===== src/rtl/game_pkg.sv =====
// Shared game constants and encodings used by the paddle sequencer and its bench.
package game_pkg;

    localparam int unsigned CW       = 13;
    localparam int unsigned SCREEN_H = 1920;

    typedef enum logic [1:0] {
        DIR_NONE = 2'd0,
        DIR_UP   = 2'd1,
        DIR_DOWN = 2'd2
    } dir_t;

    typedef enum logic [1:0] {
        S_INIT   = 2'd0,
        S_IDLE   = 2'd1,
        S_DECIDE = 2'd2,
        S_PULSE  = 2'd3
    } state_t;

endpackage


===== src/rtl/paddle_ctrl_if.sv =====
// Control bundle between the game logic and one paddle sequencer.
interface paddle_ctrl_if;
    import game_pkg::*;

    logic          frame_tick;
    logic          round_restart;
    logic          freeze;
    logic          cpu_mode;
    logic          btn_up_raw;
    logic          btn_down_raw;
    logic [CW-1:0] ball_y;
    logic [CW-1:0] paddle_y;
    logic          paddle_rst;
    logic          move_up;
    logic          move_down;
    logic          busy;

    modport master (
        output frame_tick, round_restart, freeze, cpu_mode, btn_up_raw, btn_down_raw,
        output ball_y, paddle_y,
        input  paddle_rst, move_up, move_down, busy
    );

    modport slave (
        input  frame_tick, round_restart, freeze, cpu_mode, btn_up_raw, btn_down_raw,
        input  ball_y, paddle_y,
        output paddle_rst, move_up, move_down, busy
    );

endinterface


===== src/rtl/btn_debounce.sv =====
// Two-flop synchronizer followed by a stable-level debounce counter.
module btn_debounce #(
    parameter int unsigned DEBOUNCE_CYCLES = 500000
) (
    input  logic clk,
    input  logic rst,
    input  logic raw,
    output logic level
);

    localparam int unsigned   CntW    = $clog2(DEBOUNCE_CYCLES + 1);
    localparam logic [CntW-1:0] CntLast = CntW'(DEBOUNCE_CYCLES - 1);

    logic [1:0]      sync_q;
    logic            level_q, level_d;
    logic [CntW-1:0] cnt_q, cnt_d;

    // Any cycle where the synchronized input matches the level restarts the count.
    always_comb begin
        level_d = level_q;
        cnt_d   = '0;
        if (sync_q[1] != level_q) begin
            if (cnt_q == CntLast) begin
                level_d = sync_q[1];
            end else begin
                cnt_d = cnt_q + 1'b1;
            end
        end
    end

    always_ff @(posedge clk) begin
        if (rst) begin
            sync_q  <= '0;
            level_q <= 1'b0;
            cnt_q   <= '0;
        end else begin
            sync_q  <= {sync_q[0], raw};
            level_q <= level_d;
            cnt_q   <= cnt_d;
        end
    end

    assign level = level_q;

endmodule


===== src/rtl/paddle_ctrl.sv =====
// Per-paddle frame sequencer: one move decision per frame from buttons or ball-tracking AI.
module paddle_ctrl
    import game_pkg::*;
#(
    parameter int unsigned DEBOUNCE_CYCLES = 500000,
    parameter int unsigned DEAD_ZONE       = 16,
    parameter int unsigned AI_DIV          = 2
) (
    input logic         clk,
    input logic         rst,
    paddle_ctrl_if.slave ctrl_io
);

    localparam int unsigned     DivW     = (AI_DIV > 1) ? $clog2(AI_DIV) : 1;
    localparam logic [DivW-1:0] DivLast  = DivW'(AI_DIV - 1);
    localparam logic [CW:0]     DeadZone = (CW + 1)'(DEAD_ZONE);

    state_t          state_q;
    dir_t            dir_q, dir_d;
    logic [DivW-1:0] div_q;
    logic            deb_up, deb_down;
    logic [CW:0]     ball_ext, pad_ext;
    logic            ai_up, ai_down;

    btn_debounce #(.DEBOUNCE_CYCLES(DEBOUNCE_CYCLES)) u_deb_up (
        .clk  (clk),
        .rst  (rst),
        .raw  (ctrl_io.btn_up_raw),
        .level(deb_up)
    );

    btn_debounce #(.DEBOUNCE_CYCLES(DEBOUNCE_CYCLES)) u_deb_down (
        .clk  (clk),
        .rst  (rst),
        .raw  (ctrl_io.btn_down_raw),
        .level(deb_down)
    );

    // One extra bit so the dead-zone offset can never wrap.
    assign ball_ext = {1'b0, ctrl_io.ball_y};
    assign pad_ext  = {1'b0, ctrl_io.paddle_y};
    assign ai_up    = (ball_ext + DeadZone) < pad_ext;
    assign ai_down  = ball_ext > (pad_ext + DeadZone);

    always_comb begin
        dir_d = DIR_NONE;
        if (ctrl_io.cpu_mode) begin
            if (div_q == '0) begin
                if (ai_up) begin
                    dir_d = DIR_UP;
                end else if (ai_down) begin
                    dir_d = DIR_DOWN;
                end
            end
        end else if (deb_up && !deb_down) begin
            dir_d = DIR_UP;
        end else if (deb_down && !deb_up) begin
            dir_d = DIR_DOWN;
        end
    end

    always_ff @(posedge clk) begin
        if (rst) begin
            state_q <= S_INIT;
            dir_q   <= DIR_NONE;
            div_q   <= '0;
        end else if (ctrl_io.round_restart) begin
            state_q <= S_INIT;
            dir_q   <= DIR_NONE;
        end else begin
            unique case (state_q)
                S_INIT: begin
                    div_q   <= '0;
                    state_q <= S_IDLE;
                end
                S_IDLE: begin
                    if (ctrl_io.frame_tick && !ctrl_io.freeze) begin
                        state_q <= S_DECIDE;
                    end
                end
                S_DECIDE: begin
                    if (ctrl_io.cpu_mode) begin
                        div_q <= (div_q == DivLast) ? '0 : div_q + 1'b1;
                    end
                    dir_q   <= dir_d;
                    state_q <= S_PULSE;
                end
                S_PULSE: begin
                    state_q <= S_IDLE;
                end
                default: begin
                    state_q <= S_INIT;
                end
            endcase
        end
    end

    // Outputs are pure decodes of registered state; rst gating keeps paddle_rst low in reset.
    assign ctrl_io.paddle_rst = (state_q == S_INIT) && !rst;
    assign ctrl_io.move_up    = (state_q == S_PULSE) && (dir_q == DIR_UP);
    assign ctrl_io.move_down  = (state_q == S_PULSE) && (dir_q == DIR_DOWN);
    assign ctrl_io.busy       = (state_q != S_IDLE);

endmodule

===== src/flat_wrapper.sv =====
// flat-port wrapper written by rule: the top's interface ports become plain ports
module paddle_ctrl_flat import game_pkg::*;
#(
    parameter int unsigned DEBOUNCE_CYCLES = 500000,
    parameter int unsigned DEAD_ZONE       = 16,
    parameter int unsigned AI_DIV          = 2
)
  (clk, rst, ctrl_io_frame_tick, ctrl_io_round_restart, ctrl_io_freeze, ctrl_io_cpu_mode, ctrl_io_btn_up_raw, ctrl_io_btn_down_raw, ctrl_io_ball_y, ctrl_io_paddle_y, ctrl_io_paddle_rst, ctrl_io_move_up, ctrl_io_move_down, ctrl_io_busy);
  paddle_ctrl_if ctrl_io_i ();
  input logic clk;
  input logic rst;
  input wire logic [$bits(ctrl_io_i.frame_tick)-1:0] ctrl_io_frame_tick;
  input wire logic [$bits(ctrl_io_i.round_restart)-1:0] ctrl_io_round_restart;
  input wire logic [$bits(ctrl_io_i.freeze)-1:0] ctrl_io_freeze;
  input wire logic [$bits(ctrl_io_i.cpu_mode)-1:0] ctrl_io_cpu_mode;
  input wire logic [$bits(ctrl_io_i.btn_up_raw)-1:0] ctrl_io_btn_up_raw;
  input wire logic [$bits(ctrl_io_i.btn_down_raw)-1:0] ctrl_io_btn_down_raw;
  input wire logic [$bits(ctrl_io_i.ball_y)-1:0] ctrl_io_ball_y;
  input wire logic [$bits(ctrl_io_i.paddle_y)-1:0] ctrl_io_paddle_y;
  output wire logic [$bits(ctrl_io_i.paddle_rst)-1:0] ctrl_io_paddle_rst;
  output wire logic [$bits(ctrl_io_i.move_up)-1:0] ctrl_io_move_up;
  output wire logic [$bits(ctrl_io_i.move_down)-1:0] ctrl_io_move_down;
  output wire logic [$bits(ctrl_io_i.busy)-1:0] ctrl_io_busy;
  assign ctrl_io_i.frame_tick = ctrl_io_frame_tick;
  assign ctrl_io_i.round_restart = ctrl_io_round_restart;
  assign ctrl_io_i.freeze = ctrl_io_freeze;
  assign ctrl_io_i.cpu_mode = ctrl_io_cpu_mode;
  assign ctrl_io_i.btn_up_raw = ctrl_io_btn_up_raw;
  assign ctrl_io_i.btn_down_raw = ctrl_io_btn_down_raw;
  assign ctrl_io_i.ball_y = ctrl_io_ball_y;
  assign ctrl_io_i.paddle_y = ctrl_io_paddle_y;
  assign ctrl_io_paddle_rst = ctrl_io_i.paddle_rst;
  assign ctrl_io_move_up = ctrl_io_i.move_up;
  assign ctrl_io_move_down = ctrl_io_i.move_down;
  assign ctrl_io_busy = ctrl_io_i.busy;
  paddle_ctrl #(.DEBOUNCE_CYCLES(DEBOUNCE_CYCLES), .DEAD_ZONE(DEAD_ZONE), .AI_DIV(AI_DIV)) u_core (.clk(clk), .rst(rst), .ctrl_io(ctrl_io_i));
endmodule

===== config.mk =====
export PLATFORM = sky130hd
export DESIGN_NAME = paddle_ctrl_flat
export DESIGN_NICKNAME = d
export VERILOG_FILES = /design/src/rtl/game_pkg.sv /design/src/rtl/paddle_ctrl_if.sv /design/src/rtl/btn_debounce.sv /design/src/rtl/paddle_ctrl.sv /design/src/flat_wrapper.sv
export SDC_FILE = /design/constraint.sdc
export NUM_CORES = 1
export LEC_CHECK = 0
export CAP_MARGIN = 20
export CORE_ASPECT_RATIO = 0.5
export CORE_MARGIN = 1.5
export CORE_UTILIZATION = 45
export DETAILED_ROUTE_END_ITERATION = 10
export PLACE_DENSITY = 0.69
export SYNTH_ARGS = -nofsm -noshare
export SYNTH_HDL_FRONTEND = slang
export SYNTH_SLANG_ARGS = --single-unit

===== constraint.sdc =====
create_clock -name clk -period 2.6 [get_ports clk]
set_input_delay 0.52 -clock clk [delete_from_list [all_inputs] [get_ports clk]]
set_output_delay 0.52 -clock clk [all_outputs]
set_load 0.01 [all_outputs]

# After elaboration in Yosys (flattened, before gate mapping)
# Index checks and enable logic that the tools add are counted.
[totals] mem_bits_rw=0 latch_bits=0 out_inout_bits=4 wordCells=61 regBits=49 romBits=0 in_bits=34 memories=0
[op_classes] div=0 n_addsub=5 n_mux=11 order_cmp=2 n_eq_ne=12 shifts=0 n_reduce_logical=19 n_mul=0 bitwise_logic=3
[op_table] cell="$add A19 B1 Y19 const B" count=2
[op_table] cell="$eq A19 B19 Y1 const B" count=2
[op_table] cell="$add A13 B5 Y14 const B" count=2
[op_table] cell="$gt A13 B14 Y1" count=1
[op_table] cell="$lt A14 B13 Y1" count=1
[op_table] cell="$mux W2" count=7
[op_table] cell="$eq A2 B2 Y1 const B" count=3
[op_table] cell="$logic_and A1 B1 Y1" count=6
[op_table] cell="$pmux W2 S3" count=1
[op_table] cell="$reduce_or A3 Y1" count=2
[op_table] cell="$eq A2 B1 Y1 const B" count=2
[op_table] cell="$logic_not A1 Y1" count=4
[op_table] cell="$ne A2 B1 Y1 const B" count=2
[op_table] cell="$reduce_and A2 Y1" count=2
[op_table] cell="$reduce_or A2 Y1" count=2
[op_table] cell="$not A1 Y1" count=3
[op_table] cell="$reduce_and A3 Y1" count=1
[op_table] cell="$logic_not A2 Y1" count=1
[op_table] cell="$mux W1" count=2
[op_table] cell="$ne A1 B1 Y1" count=2
[op_table] cell="$ne A2 B2 Y1 const B" count=1
[op_table] cell="$pmux W1 S2" count=1
[op_table] cell="$reduce_bool A2 Y1" count=1
[op_table] cell="$add A1 B1 Y1 const B" count=1

# Logic depth before layout (Yosys ltp)
[depth] word_depth=6 mapped_depth=11

# Modules after synthesis
# Synthesis repeated with hierarchy kept, for this count alone.
[hier_totals] hier_cells=367 hier_area_um2=3095.5
[by_module_without_submodules] module="btn_debounce" seq_area_each_um2=440.4 area_each_um2=979.7 cells_per_inst=109 n_inst=2
[by_module_without_submodules] module="paddle_ctrl" seq_area_each_um2=100.1 area_each_um2=1136.1 cells_per_inst=149 n_inst=1

# Worst setup path before layout
# No wires, ideal clock.
[synth_path] path_kind="input to register" from="input port ctrl_io_paddle_y[4]" to="register u_core.dir_q[1]" path_slack_ns=0.116 n_path_buf=0 cell_stages=11 t_arrival_ns=2.383 setup_ns=0.101 path_cell_list="ha_1 > and3_1 > nand2_1 > nor2_1 > xnor2_1 > ha_1 > and3_1 > nand3_1 > a211o_1 > and3_1 > o41ai_1"
[synth_via] elab_chain_cells=6 word_cells_on_any_way=7 cone_classes="add/sub (1); order compare (2); mux (4)"
[synth_lines] element="from (decl)" line="flat_wrapper.sv:19" rtl="input wire logic [$bits(ctrl_io_i.paddle_y)-1:0] ctrl_io_paddle_y;"
[synth_lines] element="$add A13 B5 Y14" line="paddle_ctrl.sv:43" rtl="assign ai_down = ball_ext > (pad_ext + DeadZone);"
[synth_lines] element="$gt A13 B14 Y1" line="paddle_ctrl.sv:43"
[synth_lines] element="$mux W2" line="paddle_ctrl.sv:51" rtl="end else if (ai_down) begin"
[synth_lines] element="$mux W2 *" line="paddle_ctrl.sv:49" rtl="if (ai_up) begin"
[synth_lines] element="$mux W2 *" line="paddle_ctrl.sv:48" rtl="if (div_q == '0) begin"
[synth_lines] element="$mux W2 *" line="paddle_ctrl.sv:47" rtl="if (ctrl_io.cpu_mode) begin"
[synth_lines] element="to (signal assigned)" line="paddle_ctrl.sv:85" rtl="dir_q <= dir_d;"
[synth_lines] element="to (decl)" line="paddle_ctrl.sv:19" rtl="dir_t dir_q, dir_d;"
# Every way passes the cells marked *; elsewhere a longest branch is shown, timed or not.
# A chain may end at the register's enable or synchronous reset.

# Worst setup path after layout
[layout_path] from="input port ctrl_io_paddle_y[9]" to="register u_core.dir_q[1]"
# Same word-level chain as after synthesis.

==> reports/qor.csv <==
metric,value,unit
die-area,0.007156,mm²
place_area,0.003697,mm²
critPathKind,in2reg,
slew_headroom,65.11,%
die_y,60.57,µm
routed_wirelength,6399,µm
fin_crit,2.515,ns
post-route-drc-count,0,
synthCells,362,
setup-tns-final,0,ns
ant_nets,0,
hold_buffers,0,
die_x,118.1,µm
p_leak,1.612,nW
syn2layout_area_growth,31.54,%
yosysTopAreaCell,dfxtp_1,
htreeDepth,2,
grt_overflow_total,0,
worstPathRequired,2.79,ns
hold_path_class,reg2reg,
critPathMaxStageDelay,0.49,ns
stdcell_area,0.003924,mm²
port_buffers,37,
yosys_warnings,0,
hpwl,5123,µm
grt.total_usage,18.86,%
drt_first_pass_iters,4,
synth_commonest_cells,"nor2_1 (55), dfxtp_1 (49), ha_1 (30)",
setup_slack,0.08519,ns
synthesis.area,0.002983,mm²
synth_most_common_cell,nor2_1,
grt_first_pass_wirelength,10890,µm
synth-edff-count,0,
synth_nets,426,
drive_gt1_share,15.60,%
min_period_over_period,96.72,%
row_count,20,
hold_viol,0,
slowest_stage,clkdlybuf4s50_1,
yosys_most_used_dff,dfxtp_1,
worstSkewPairLatency,0.28,ns
detail_route.vias_per_cell,5.057,
path_max_fanout,3,
drt_iter0_drc,101,
clk_path_buf_depth,2,
grt_max_degree,18,
crit_buf_inv,2,
start_util,47.87,%
synth_area_leaders,"dfxtp_1 (33%), ha_1 (13%), xor2_1 (7.9%)",
numCtsBuffers,5,
crit_family,simple AND/OR/NAND/NOR gates,
crit_path_end_kind,flop,
worstPathArrival,2.71,ns
fin_skew,0.005264,ns
max_clock_freq,397.6,MHz
clock-sinks,49,
cts-root-buf,clkbuf_16,
pin_count,38,
start_kind,primary input,
avgSynthCellArea,8.240,µm²
vdd_drop_max,0.0002226,V
cap_violations,0,
crit_path_cell_trace,clkdlybuf4s50_1 > inv_1 > nor3_2 > xnor2_1 > ha_1 > and3_1 > nand3_1 > a211o_1 > and3_1 > o41ai_2,
status,"complete, no violations",
grt_pass1_vias,2671,
wl_per_cell,12.21,µm
tightestPinTransition,0.5193,ns
final_max_slew_viol_count,0,
pwr_density_cell,419.3,mW/mm²
vias,2650,
cpMostUsedCell,and3_1,
dp_slack,-0.5198,ns
antenna_found_initial,0,
setup_violations,0,
power.total,0.001645,W
async_flop_share,0,%
ys_seq_elements,49,
synth_top_cell_area_share,32.89,%
nets,499,
synth-seq-area-share,32.89,%
clkTransAtPathRegs,0.06,ns
globalplace.congestion,0.7941,
cts_tree,done,
fp.coreArea,0.006231,mm²
antenna_cells,0,
ys_types,40,
## final cells by class
cell class,instances,area [µm²]
Clock buffer,5,125.1
Tap cell,88,110.1
Timing Repair Buffer,74,653.1
Multi-Input combinational cell,282,1951
Fill cell,531,2307
Inverter,23,86.33
Sequential cell,49,980.9
Clock inverter,3,17.52
## logic make-up after synthesis
logic type	Yosys count	synth area share, %
AO/OA/AOI/OAI	31	6.502
XOR/XNOR	49	14.39
adder cells (fa/ha/maj)	30	12.58
buffers and inverters	31	4.110
flip-flops	49	32.89
multiplexers	2	0.6712
AND/OR/NAND/NOR	170	28.86
## what timing repair did
item	in CTS	in global routing
gates cloned	0	0
endpoints found under the setup margin	2	2
resized for setup	15	18
hold endpoints to repair	0	0
buffers inserted	1	0
pin swaps	10	11
## state kept, by name (all words and copies together), names as in the netlist
register,count
u_core.u_deb_down.level,1
u_core.div_q,1
u_core.dir_q,2
u_core.u_deb_up.sync_q,2
u_core.u_deb_down.sync_q,2
u_core.u_deb_up.level,1
u_core.u_deb_down.cnt_q,19
u_core.u_deb_up.cnt_q,19
u_core.state_q,2
## power breakdown
group          switching [W]  internal (W)
logic               0.000119      0.000150
registers         0.00000402      0.000756
clock network       0.000264      0.000352
total               0.000387       0.00126
## metal layers
layer	global-route usage [%]	wire length, µm
met5	0	0
met2	37.87	3263
met1	20.58	2873
met3	3.102	164
met4	8.188	98
## cells in the final DEF (no fill, tap or decap), types with 2 or more instances in the layout
cell | netlist | layout
a211oi_1 | 2 | 2
xor2_1 | 27 | 27
dlygate4sd2_1 | 0 | 3
nor4b_1 | 3 | 3
and3_1 | 10 | 8
nor2_1 | 55 | 54
clkdlybuf4s50_1 | 0 | 26
nor2_2 | 2 | 3
mux2i_1 | 2 | 2
ha_1 | 30 | 29
xnor2_1 | 22 | 21
and4_1 | 2 | 2
o21ai_0 | 9 | 8
clkbuf_16 | 0 | 5
inv_1 | 23 | 22
nand2_1 | 22 | 22
nand3_2 | 0 | 4
clkinv_2 | 0 | 2
and3_4 | 0 | 2
buf_4 | 0 | 36
nor4_1 | 3 | 3
or3_1 | 2 | 2
clkbuf_2 | 0 | 2
nor2b_1 | 8 | 8
nand4_1 | 14 | 14
nor4bb_1 | 2 | 2
dfxtp_1 | 49 | 49
nor3_2 | 1 | 4
a21o_1 | 4 | 4
nand3_1 | 23 | 19
nor3_1 | 12 | 9
nand2b_1 | 5 | 5
a21oi_1 | 8 | 8
or2_2 | 2 | 2
dlymetal6s2s_1 | 0 | 6
## metrics by stage
| step | hold WS, ns | util (%) | std cells |
|---|---|---|---|
| global placement | 0.4383 | 59.34 | 515 |
| floorplan | 0.4138 | - | 362 |
| global route | 0.4730 | 62.97 | 524 |
| CTS | 0.4565 | 62.15 | 524 |
| finish | 0.4483 | 62.97 | 524 |
| detailed placement | 0.4309 | 59.34 | 515 |
## worst paths after layout
check | slack, ns | from | cells past startpoint | end
min reg2reg | 0.45 | u_core.u_deb_up.sync_q[0]$_SDFF_PP0_ | 1 | u_core.u_deb_up.sync_q[1]$_SDFF_PP0_
max | 0.09 | ctrl_io_paddle_y[9] | 10 | u_core.dir_q[1]$_SDFFE_PP0P_
max reg2reg | 0.69 | u_core.u_deb_up.cnt_q[0]$_SDFF_PP0_ | 6 | u_core.u_deb_up.cnt_q[9]$_SDFF_PP0_
min | 0.45 | u_core.u_deb_up.sync_q[0]$_SDFF_PP0_ | 1 | u_core.u_deb_up.sync_q[1]$_SDFF_PP0_
Power figures use the tool's default switching activity.
